--- src/rtl/pong_pkg.sv ---
// Pong gameplay constants plus the paddle FSM and direction encodings.
package pong_pkg;
    localparam int PAD_HEIGHT  = 145;
    localparam int EDGE_MARGIN = 4;
    localparam int MIN_VEL     = 2;
    localparam int MAX_VEL     = 6;
    localparam int ACCEL_TICKS = 16;

    typedef enum logic [1:0] {IDLE, MOVE_UP, MOVE_DOWN} pad_fsm_t;
    typedef enum logic [1:0] {NONE, UP, DOWN} dir_t;
endpackage

--- src/rtl/vga_pkg.sv ---
// Shared VGA/game definitions: visible field height and the game state encoding.
package vga_pkg;
    localparam int VER_PIXELS = 768;

    typedef enum logic [1:0] {
        START = 2'd0,
        PLAY  = 2'd1,
        OVER  = 2'd2
    } game_state_t;
endpackage

--- src/rtl/paddle_controller_if.sv ---
// Paddle controller bus: frame tick, game state, player/AI inputs and paddle position.
interface paddle_controller_if;
    import vga_pkg::*;

    logic        timing_tick;
    game_state_t state;
    logic        btn_up;
    logic        btn_down;
    logic [9:0]  y_ball;
    logic        ai_mode;
    logic [9:0]  y_pad;
    logic        pad_moving;

    modport master (output timing_tick, state, btn_up, btn_down, y_ball, ai_mode,
                    input  y_pad, pad_moving);
    modport slave  (input  timing_tick, state, btn_up, btn_down, y_ball, ai_mode,
                    output y_pad, pad_moving);
endinterface

--- src/rtl/paddle_controller_btn_sync.sv ---
// Two-flop synchronizer for one asynchronous push button; cleared only by rst.
module btn_sync (
    input  logic clk,
    input  logic rst,
    input  logic d,
    output logic q
);
    logic meta;

    always_ff @(posedge clk) begin
        if (rst) begin
            meta <= 1'b0;
            q    <= 1'b0;
        end else begin
            meta <= d;
            q    <= meta;
        end
    end
endmodule

--- src/rtl/paddle_controller.sv ---
// One player's paddle: accelerating, clamped motion on the frame tick, centred outside play.
// Optional PADDLE_AI_EN macro adds ball-tracking control selected by ai_mode.
module paddle_controller
    import vga_pkg::*;
    import pong_pkg::*;
#(
    parameter int SCREEN_H    = vga_pkg::VER_PIXELS,
    parameter int PAD_HEIGHT  = pong_pkg::PAD_HEIGHT,
    parameter int EDGE_MARGIN = pong_pkg::EDGE_MARGIN,
    parameter int MIN_VEL     = pong_pkg::MIN_VEL,
    parameter int MAX_VEL     = pong_pkg::MAX_VEL,
    parameter int ACCEL_TICKS = pong_pkg::ACCEL_TICKS
) (
    input logic           clk,
    input logic           rst,
    paddle_controller_if.slave bus
);
    localparam logic [10:0] Y_MIN     = 11'(EDGE_MARGIN);
    localparam logic [10:0] Y_MAX     = 11'(SCREEN_H - PAD_HEIGHT - EDGE_MARGIN);
    localparam logic [10:0] Y_CTR     = 11'((SCREEN_H - PAD_HEIGHT) / 2);
    localparam logic [3:0]  V_MIN     = 4'(MIN_VEL);
    localparam logic [3:0]  V_MAX     = 4'(MAX_VEL);
    localparam logic [7:0]  HOLD_LAST = 8'(ACCEL_TICKS - 1);

    logic        up_s, down_s;
    dir_t        dir;
    pad_fsm_t    fsm_q, fsm_d;
    logic [9:0]  y_q, y_d;
    logic [3:0]  vel_q, vel_d, step;
    logic [7:0]  hold_q, hold_d;
    logic        mov_q;
    logic        same_dir;
    logic [10:0] y_n;

    btn_sync u_sync_up   (.clk(clk), .rst(rst), .d(bus.btn_up),   .q(up_s));
    btn_sync u_sync_down (.clk(clk), .rst(rst), .d(bus.btn_down), .q(down_s));

`ifdef PADDLE_AI_EN
    logic [10:0] ball_c, pad_c;
    assign ball_c = {1'b0, bus.y_ball} + 11'd7;
    assign pad_c  = {1'b0, y_q} + 11'(PAD_HEIGHT / 2);
`endif

    always_comb begin
        dir = NONE;
`ifdef PADDLE_AI_EN
        if (bus.ai_mode) begin
            // Dead zone of +/-8 around the paddle centre; +8 on the left avoids underflow.
            if (ball_c + 11'd8 < pad_c)      dir = UP;
            else if (ball_c > pad_c + 11'd8) dir = DOWN;
        end else begin
`else
        begin
`endif
            if (up_s && !down_s)      dir = UP;
            else if (down_s && !up_s) dir = DOWN;
        end
    end

    always_comb begin
        fsm_d    = fsm_q;
        y_d      = y_q;
        vel_d    = vel_q;
        hold_d   = hold_q;
        step     = V_MIN;
        y_n      = {1'b0, y_q};
        same_dir = (dir == UP && fsm_q == MOVE_UP) || (dir == DOWN && fsm_q == MOVE_DOWN);
        if (bus.timing_tick) begin
            if (dir == NONE) begin
                fsm_d  = IDLE;
                vel_d  = V_MIN;
                hold_d = 8'd0;
            end else begin
                if (same_dir) begin
                    step = vel_q;
                    if (hold_q == HOLD_LAST) begin
                        vel_d  = (vel_q >= V_MAX) ? V_MAX : 4'(vel_q + 4'd1);
                        hold_d = 8'd0;
                    end else begin
                        hold_d = 8'(hold_q + 8'd1);
                    end
                end else begin
                    fsm_d  = (dir == UP) ? MOVE_UP : MOVE_DOWN;
                    vel_d  = V_MIN;
                    hold_d = 8'd1;
                end
                // 11-bit math so neither the subtract nor the add can wrap before clamping.
                if (dir == UP)
                    y_n = ({1'b0, y_q} < Y_MIN + {7'd0, step}) ? Y_MIN : {1'b0, y_q} - {7'd0, step};
                else
                    y_n = ({1'b0, y_q} + {7'd0, step} > Y_MAX) ? Y_MAX : {1'b0, y_q} + {7'd0, step};
                y_d = y_n[9:0];
            end
        end
    end

    always_ff @(posedge clk) begin
        if (rst || bus.state != PLAY) begin
            fsm_q  <= IDLE;
            y_q    <= Y_CTR[9:0];
            vel_q  <= V_MIN;
            hold_q <= 8'd0;
            mov_q  <= 1'b0;
        end else begin
            fsm_q  <= fsm_d;
            y_q    <= y_d;
            vel_q  <= vel_d;
            hold_q <= hold_d;
            mov_q  <= (fsm_d != IDLE);
        end
    end

    assign bus.y_pad      = y_q;
    assign bus.pad_moving = mov_q;
endmodule
--- src/flat_wrapper.sv ---
// flat-port wrapper written by rule: the top's interface ports become plain ports
module paddle_controller_flat import vga_pkg::*; import pong_pkg::*;
#(
    parameter int SCREEN_H    = vga_pkg::VER_PIXELS,
    parameter int PAD_HEIGHT  = pong_pkg::PAD_HEIGHT,
    parameter int EDGE_MARGIN = pong_pkg::EDGE_MARGIN,
    parameter int MIN_VEL     = pong_pkg::MIN_VEL,
    parameter int MAX_VEL     = pong_pkg::MAX_VEL,
    parameter int ACCEL_TICKS = pong_pkg::ACCEL_TICKS
)
  (clk, rst, bus_timing_tick, bus_state, bus_btn_up, bus_btn_down, bus_y_ball, bus_ai_mode, bus_y_pad, bus_pad_moving);
  paddle_controller_if bus_i ();
  input logic clk;
  input logic rst;
  input wire logic [$bits(bus_i.timing_tick)-1:0] bus_timing_tick;
  input wire logic [$bits(bus_i.state)-1:0] bus_state;
  input wire logic [$bits(bus_i.btn_up)-1:0] bus_btn_up;
  input wire logic [$bits(bus_i.btn_down)-1:0] bus_btn_down;
  input wire logic [$bits(bus_i.y_ball)-1:0] bus_y_ball;
  input wire logic [$bits(bus_i.ai_mode)-1:0] bus_ai_mode;
  output wire logic [$bits(bus_i.y_pad)-1:0] bus_y_pad;
  output wire logic [$bits(bus_i.pad_moving)-1:0] bus_pad_moving;
  assign bus_i.timing_tick = bus_timing_tick;
  assign bus_i.state = bus_state;
  assign bus_i.btn_up = bus_btn_up;
  assign bus_i.btn_down = bus_btn_down;
  assign bus_i.y_ball = bus_y_ball;
  assign bus_i.ai_mode = bus_ai_mode;
  assign bus_y_pad = bus_i.y_pad;
  assign bus_pad_moving = bus_i.pad_moving;
  paddle_controller #(.SCREEN_H(SCREEN_H), .PAD_HEIGHT(PAD_HEIGHT), .EDGE_MARGIN(EDGE_MARGIN), .MIN_VEL(MIN_VEL), .MAX_VEL(MAX_VEL), .ACCEL_TICKS(ACCEL_TICKS)) u_core (.clk(clk), .rst(rst), .bus(bus_i));
endmodule
--- config.mk ---
export PLATFORM = sky130hd
export DESIGN_NAME = paddle_controller_flat
export DESIGN_NICKNAME = d
export VERILOG_FILES = /design/src/rtl/pong_pkg.sv /design/src/rtl/vga_pkg.sv /design/src/rtl/paddle_controller_if.sv /design/src/rtl/paddle_controller_btn_sync.sv /design/src/rtl/paddle_controller.sv /design/src/flat_wrapper.sv
export SDC_FILE = /design/constraint.sdc
export NUM_CORES = 1
export LEC_CHECK = 0
export CAP_MARGIN = 20
export CORE_MARGIN = 8
export CORE_UTILIZATION = 25
export DETAILED_ROUTE_END_ITERATION = 10
export SLEW_MARGIN = 5
export SYNTH_ARGS = -nofsm -noshare
export SYNTH_HDL_FRONTEND = slang
export SYNTH_SLANG_ARGS = --single-unit
--- constraint.sdc ---
create_clock -name clk -period 8.7 [get_ports clk]
set_clock_uncertainty 0.1 [all_clocks]
set_input_delay 1.74 -clock clk [delete_from_list [all_inputs] [get_ports clk]]
set_output_delay 1.74 -clock clk [all_outputs]
set_load 0.1 [all_outputs]
==> results of run 1 <==
## flip-flops by register name, summed over array words and instances (netlist names)
signal / cells
u_core.u_sync_down.meta: 1
u_core.u_sync_up.meta: 1
u_core.bus.pad_moving: 1
u_core.vel_q: 4
u_core.u_sync_up.q: 1
u_core.bus.y_pad: 10
u_core.fsm_q: 2
u_core.hold_q: 8
u_core.u_sync_down.q: 1
## Yosys cell counts, types with 3 or more instances
master                      number  area share [%]
sky130_fd_sc_hd__a2111oi_0       4             1.6
sky130_fd_sc_hd__nor2b_1         9             2.5
sky130_fd_sc_hd__ha_1           16             9.0
sky130_fd_sc_hd__nand2b_1        4             1.1
sky130_fd_sc_hd__xnor2_1         5             2.0
sky130_fd_sc_hd__nand2_1        22             3.7
sky130_fd_sc_hd__mux2i_1         3             1.3
sky130_fd_sc_hd__a21oi_1        15             3.4
sky130_fd_sc_hd__o21a_1          3             1.0
sky130_fd_sc_hd__buf_2           4            0.90
sky130_fd_sc_hd__clkbuf_1        8             1.3
sky130_fd_sc_hd__or3_1           4             1.1
sky130_fd_sc_hd__nand3b_1        3             1.0
sky130_fd_sc_hd__nor3_1          6             1.3
sky130_fd_sc_hd__xor2_1          5             2.0
sky130_fd_sc_hd__o21ai_1         7             1.6
sky130_fd_sc_hd__nand4_1         4             1.1
sky130_fd_sc_hd__o21ai_0         6             1.3
sky130_fd_sc_hd__a31oi_1         4             1.1
sky130_fd_sc_hd__a21o_1          5             1.7
sky130_fd_sc_hd__dfxtp_1        29              26
sky130_fd_sc_hd__o32ai_1         3             1.2
sky130_fd_sc_hd__nand3_1         6             1.3
sky130_fd_sc_hd__and3_1          4             1.1
sky130_fd_sc_hd__o31ai_1         3             1.0
sky130_fd_sc_hd__nor2_1         29             4.9
sky130_fd_sc_hd__inv_1          16             2.7
## layout make-up
| class | instances | area (um^2) |
|---|---|---|
| Timing Repair Buffer | 17 | 170 |
| Multi-Input combinational cell | 217 | 1510 |
| Sequential cell | 29 | 581 |
| Clock inverter | 1 | 5.00 |
| Inverter | 16 | 60.1 |
| Clock buffer | 7 | 96.3 |
| Fill cell | 988 | 6120 |
| Tap cell | 108 | 135 |
## worst max-delay path: stages, from the launching register on
cell                        delay, ns
sky130_fd_sc_hd__dfxtp_1         0.31
sky130_fd_sc_hd__inv_1           0.05
sky130_fd_sc_hd__ha_1            0.58
sky130_fd_sc_hd__nand2_1         0.12
sky130_fd_sc_hd__o21ai_1         0.51
sky130_fd_sc_hd__nand2b_1        0.27
sky130_fd_sc_hd__ha_1            0.35
sky130_fd_sc_hd__a21o_1          0.22
sky130_fd_sc_hd__mux2_2          0.35
sky130_fd_sc_hd__a2111oi_0       0.41
sky130_fd_sc_hd__and4b_1         0.31
sky130_fd_sc_hd__nor4bb_1        0.50
sky130_fd_sc_hd__o311ai_1        0.16
## metrics by stage
stage	hold slack, ns	total power [mW]
final	0.341	0.283
after global routing	0.357	0.293
after CTS	0.342	0.286
after detailed placement	0.328	0.162
after global placement	0.319	0.162
after floorplan	0.314	0.155
## metal layers
layer | up-vias | wire, um | share of wire [%]
met2 | 45 | 2390 | 45
li1 | 1036 | - | -
met1 | 983 | 2550 | 48
met4 | 0 | 87 | 1.6
met3 | 10 | 300 | 5.6
met5 | - | 0 | 0
## kinds of logic after synthesis
logic type               after synthesis  synth area share [%]
XOR/XNOR                              10                  3.93
buffers and inverters                 31                  6.13
AND/OR/NAND/NOR                      108                  25.6
flip-flops                            29                  26.1
adder cells (fa/ha/maj)               18                  10.8
multiplexers                           5                  2.36
AO/OA/AOI/OAI                         76                  25.1
## how the worst min path moves through the flow
stage	from	to	slack, ns	depth (start not counted)
4_1_cts	u_core.u_sync_up.meta	u_core.u_sync_up.q	0.34	1
3_3_place_gp	u_core.u_sync_down.meta	u_core.u_sync_down.q	0.32	1
3_5_place_dp	u_core.u_sync_up.meta	u_core.u_sync_up.q	0.33	1
5_1_grt	u_core.u_sync_down.meta	u_core.u_sync_down.q	0.36	1
6_report	u_core.u_sync_up.meta	u_core.u_sync_up.q	0.34	1
2_1_floorplan	u_core.u_sync_down.meta	u_core.u_sync_down.q	0.31	1
## power by group through the flow
stage | sequential [mW] | combinational [mW] | clock (mW)
floorplan | 0.141 | 0.0139 | 0
global placement | 0.138 | 0.0236 | 0
detailed placement | 0.138 | 0.0240 | 0
CTS | 0.135 | 0.0240 | 0.127
global route | 0.136 | 0.0264 | 0.131
finish | 0.135 | 0.0240 | 0.123
==> qor.txt, run 1 <==
routed wirelength normalized by instance count = 13.5 um
CTS tree = built
final-report setup violation count = 0
total congestion overflow after global routing = 0
path type of the worst setup path = reg2reg
sequential-to-total area share from yosys stat = 26.1%
global-route wire length before repair = 9130 um
first-pass detailed-route iteration total = 4
mapped cell area = 0.00223 mm^2
level count of the clock H-tree = 2
CTS Buf Count = 5
Top FF cell, synth = sky130_fd_sc_hd__dfxtp_1
Int Pwr = 214 uW
maximum net fanout on the critical path = 18
Sequential Power Share = 47.9%
max-cap violations = 0
final design instance area without fill = 0.00256 mm^2
antenna diode count = 0
placement-stage worst setup slack = 4.31 ns
clock tree root driver cell = sky130_fd_sc_hd__clkbuf_8
die extent in y = 110 um
Post-DP Area = 0.00245 mm^2
row cnt = 34
die area = 0.0122 mm^2
initial core utilization = 25.6%
length in cells of the worst reg-to-reg path = 12
Worst R2R End = u_core.bus.y_pad[4]
number of cells produced by synthesis = 277
net switching share of the total power = 24.2%
layout cells sized above 1 = 5.92%
number of enable flip-flop cells after synthesis = 0
crit path capture = u_core.bus.y_pad[4]
logic gate share of total power = 8.5%
layer with the highest usage after global routing = met2
startpoint of the worst register-to-register path = u_core.u_sync_down.q
total negative slack for setup checks = 0 ns
global routing met1 resource utilization = 12.2%
RSZ-0062 raised after global routing = false
Slew @ Worst Pin = 0.981 ns
upper clock frequency limit = 228 MHz
share of synthesized registers carrying an async set or reset = 0%
pin count of the biggest net entering global routing = 19
endpoint kind of the worst setup timing path = flop
number of global-route vias before repair = 1971
routed vias = 2074
count of final hold-check violations = 0
result of the run = finished clean
Hold-fix buffers, CTS = 0
buffers inserted during post-CTS setup optimization = 0
Cell Count, Final, Fillers Out = 395
Peak supply drop = 0.0810 mV
count of pins on the block boundary = 29
highest-count cells in the layout ignoring fill and taps = sky130_fd_sc_hd__nor2_1 (29), sky130_fd_sc_hd__dfxtp_1 (29), sky130_fd_sc_hd__nand2_1 (22)
placed cells = 387
switching pwr = 68.4 uW
number of antenna violations at the first check in global routing = 0
register-to-register path setup slack = 4.31 ns
path class of the lowest-slack min-delay path = reg2reg
Relative slew margins = 34.4%
count of antenna-violating nets left after detailed routing = 0
number of nets in the final layout = 322
synthesized netlist net count = 313
Worst EP arrival = 4.43 ns
leakage power = 0.942 nW
launching element of the worst setup path = u_core.u_sync_down.q
die extent in x = 110 um
core area = 0.00868 mm^2
Overall Global Routing Usage = 9.31%
clock latency on the worst-skew pair = 0.28 ns
count of input and output buffers = 17
synthesis warning total = 0
min cycle time layout = 4.39 ns
end-of-flow core utilization = 29.5%
Req. time, crit path = 8.74 ns
area grow syn2layout = 14.8%
Post-CTS Resized = 0
Syn Area/Cell = 8.04 um^2
met2 usage in global routing = 14.5%
Initial DRC Count = 66
number of clock sinks = 29
final wirelength = 5330 um
Residual DRC = 0
Clock Pin Slew Worst Setup and Hold Paths = 0.07 ns
final critical-path setup slack = 4.31 ns
pwr/cell area = 111 mW/mm^2
buffers from clock root to sink, at most = 2
proportion of power drawn by the clock network = 43.7%
Placer Congestion = 0.840
number of slew-limit violations in the final report = 0
kind of launch point of the worst setup path = flop
post-detailed-route via-to-cell ratio = 5.25
half-perimeter wire length of the detailed placement result = 3920 um
flip-flop and latch count after synthesis = 29
Global Route met3 Usage = 2.03%
Tcrit/Tclk final = 50.5%
distinct cell type count of the synthesized netlist = 61
(Power assumes the default switching activity.)
==> run 2, diff against run 1 <==
==> constraint.sdc (replaced) <==
create_clock -name clk -period 4.49 [get_ports clk]
set_clock_uncertainty 0.1 [all_clocks]
set_input_delay 0.898 -clock clk [delete_from_list [all_inputs] [get_ports clk]]
set_output_delay 0.898 -clock clk [all_outputs]
set_load 0.1 [all_outputs]
==> run 2 against run 1 <==
  * Combinational power increased by 95%
  * First-iteration DRC count increased by 62%
  * Fmax increased by 14%
  * Critical endpoint is now u_core.bus.y_pad[3]
  * Sequential power increased by 94%
  * Routed wire length about the same
  * Setup slack got worse by 3.7 ns
  * Non-clock buffer count increased by 1
  * Global-route usage about the same
  * Die area unchanged
  * Utilization decreased by 0.087 points
  * Sequential share of layout area increased by 0.067 points
  * Via count decreased by 1.2%
==> qor.txt, run 2 (synthesized netlist as in run 1, its figures left out) <==
final critical-path setup slack = 0.653 ns
die area = 0.0122 mm^2
area grow syn2layout = 14.5%
core area = 0.00868 mm^2
global-route wire length before repair = 9100 um
first-pass detailed-route iteration total = 6
Clock Pin Slew Worst Setup and Hold Paths = 0.06 ns
total congestion overflow after global routing = 0
path class of the lowest-slack min-delay path = reg2reg
endpoint kind of the worst setup timing path = flop
level count of the clock H-tree = 2
post-detailed-route via-to-cell ratio = 5.19
Post-DP Area = 0.00246 mm^2
minimum hold slack = 0.337 ns
placement-stage worst setup slack = 0.620 ns
half-perimeter wire length of the detailed placement result = 3930 um
count of antenna-violating nets left after detailed routing = 0
upper clock frequency limit = 261 MHz
register-to-register path setup slack = 0.65 ns
number of global-route vias before repair = 1913
number of clock sinks = 29
Tcrit/Tclk final = 85.5%
number of antenna violations at the first check in global routing = 0
result of the run = finished clean
Initial DRC Count = 107
final wirelength = 5330 um
maximum net fanout on the critical path = 16
Relative slew margins = 30.8%
count of input and output buffers = 17
routed wirelength normalized by instance count = 13.5 um
CTS Buf Count = 5
count of final hold-check violations = 0
die extent in x = 110 um
Slew @ Worst Pin = 1.04 ns
final-report setup violation count = 0
CTS tree = built
kind of launch point of the worst setup path = flop
Req. time, crit path = 4.61 ns
pwr/cell area = 207 mW/mm^2
Residual DRC = 0
leakage power = 0.938 nW
Worst EP arrival = 3.96 ns
buffers inserted during post-CTS setup optimization = 0
row cnt = 34
antenna diode count = 0
Placer Congestion = 0.810
die extent in y = 110 um
Overall Global Routing Usage = 9.30%
count of pins on the block boundary = 29
routed vias = 2049
total negative slack for setup checks = 0 ns
number of slew-limit violations in the final report = 0
RSZ-0062 raised after global routing = false
max-cap violations = 0
clock tree root driver cell = sky130_fd_sc_hd__clkbuf_8
Hold-fix buffers, CTS = 0
Post-CTS Resized = 0
min cycle time layout = 3.84 ns
clock latency on the worst-skew pair = 0.29 ns
flip-flop count of the largest register, all copies and words added = 10
highest-count cells in the layout ignoring fill and taps = sky130_fd_sc_hd__nor2_1 (29), sky130_fd_sc_hd__dfxtp_1 (29), sky130_fd_sc_hd__nand2_1 (22)
number of nets in the final layout = 323
final design instance area without fill = 0.00255 mm^2
layout cells sized above 1 = 5.57%
buffers from clock root to sink, at most = 2
path type of the worst setup path = reg2reg
Peak supply drop = 0.175 mV
pin count of the biggest net entering global routing = 19
initial core utilization = 25.6%
[run 2: changes by cell type in the layout (fill, tap and decap cells not counted), sizes merged]
cell / previous run / this run
buf: 0 / 1
clkinv: 1 / 0
[run 2: path summary, 6_finish.rpt]
| path | from | to | depth (start not counted) |
|---|---|---|---|
| setup / recovery | u_core.u_sync_down.q | u_core.bus.y_pad[3] | 12 |
| hold / removal | u_core.u_sync_up.meta | u_core.u_sync_up.q | 1 |
| setup reg to reg | u_core.u_sync_down.q | u_core.bus.y_pad[3] | 12 |
| hold reg to reg | u_core.u_sync_up.meta | u_core.u_sync_up.q | 1 |
[run 2: stage by stage]
stage | util, % | std cells | power, mW
CTS | 29.4 | 395 | 0.532
global placement | 28.4 | 388 | 0.314
floorplan | - | 277 | 0.300
detailed placement | 28.4 | 388 | 0.315
finish | 29.4 | 395 | 0.527
global route | 29.4 | 395 | 0.549
[run 2: worst max-delay path, stage by stage (launching register included)]
cell	delay [ns]
sky130_fd_sc_hd__dfxtp_1	0.31
sky130_fd_sc_hd__inv_1	0.05
sky130_fd_sc_hd__ha_1	0.16
sky130_fd_sc_hd__nand2_1	0.05
sky130_fd_sc_hd__o21ai_1	0.47
sky130_fd_sc_hd__nand2_1	0.17
sky130_fd_sc_hd__ha_1	0.60
sky130_fd_sc_hd__and3b_1	0.23
sky130_fd_sc_hd__a221o_1	0.38
sky130_fd_sc_hd__and4_1	0.22
sky130_fd_sc_hd__a211o_1	0.34
sky130_fd_sc_hd__o31ai_2	0.45
sky130_fd_sc_hd__o221a_1	0.26
[run 2: layout make-up]
| type | count | area, um^2 |
|---|---|---|
| Sequential cell | 29 | 581 |
| Inverter | 16 | 60.1 |
| Clock buffer | 7 | 86.3 |
| Tap cell | 108 | 135 |
| Fill cell | 945 | 6130 |
| Multi-Input combinational cell | 217 | 1510 |
| Timing Repair Buffer | 18 | 178 |
[run 2: report_power, final]
group          switching (mW)  internal, mW  leakage (nW)  total, mW
sequential            0.00230         0.260         0.235      0.262
clock                  0.0961         0.121        0.0443      0.217
combinational          0.0294        0.0174         0.659     0.0468
[run 2: metal layers]
layer  vias to the layer above  GRT usage, %  part of all wire (%)
li1                       1037             -                     -
met1                       974          12.0                    48
met2                        32          14.7                    47
met3                         6          2.67                   4.2
met4                         0          2.57                   1.1
met5                         -             0                     0
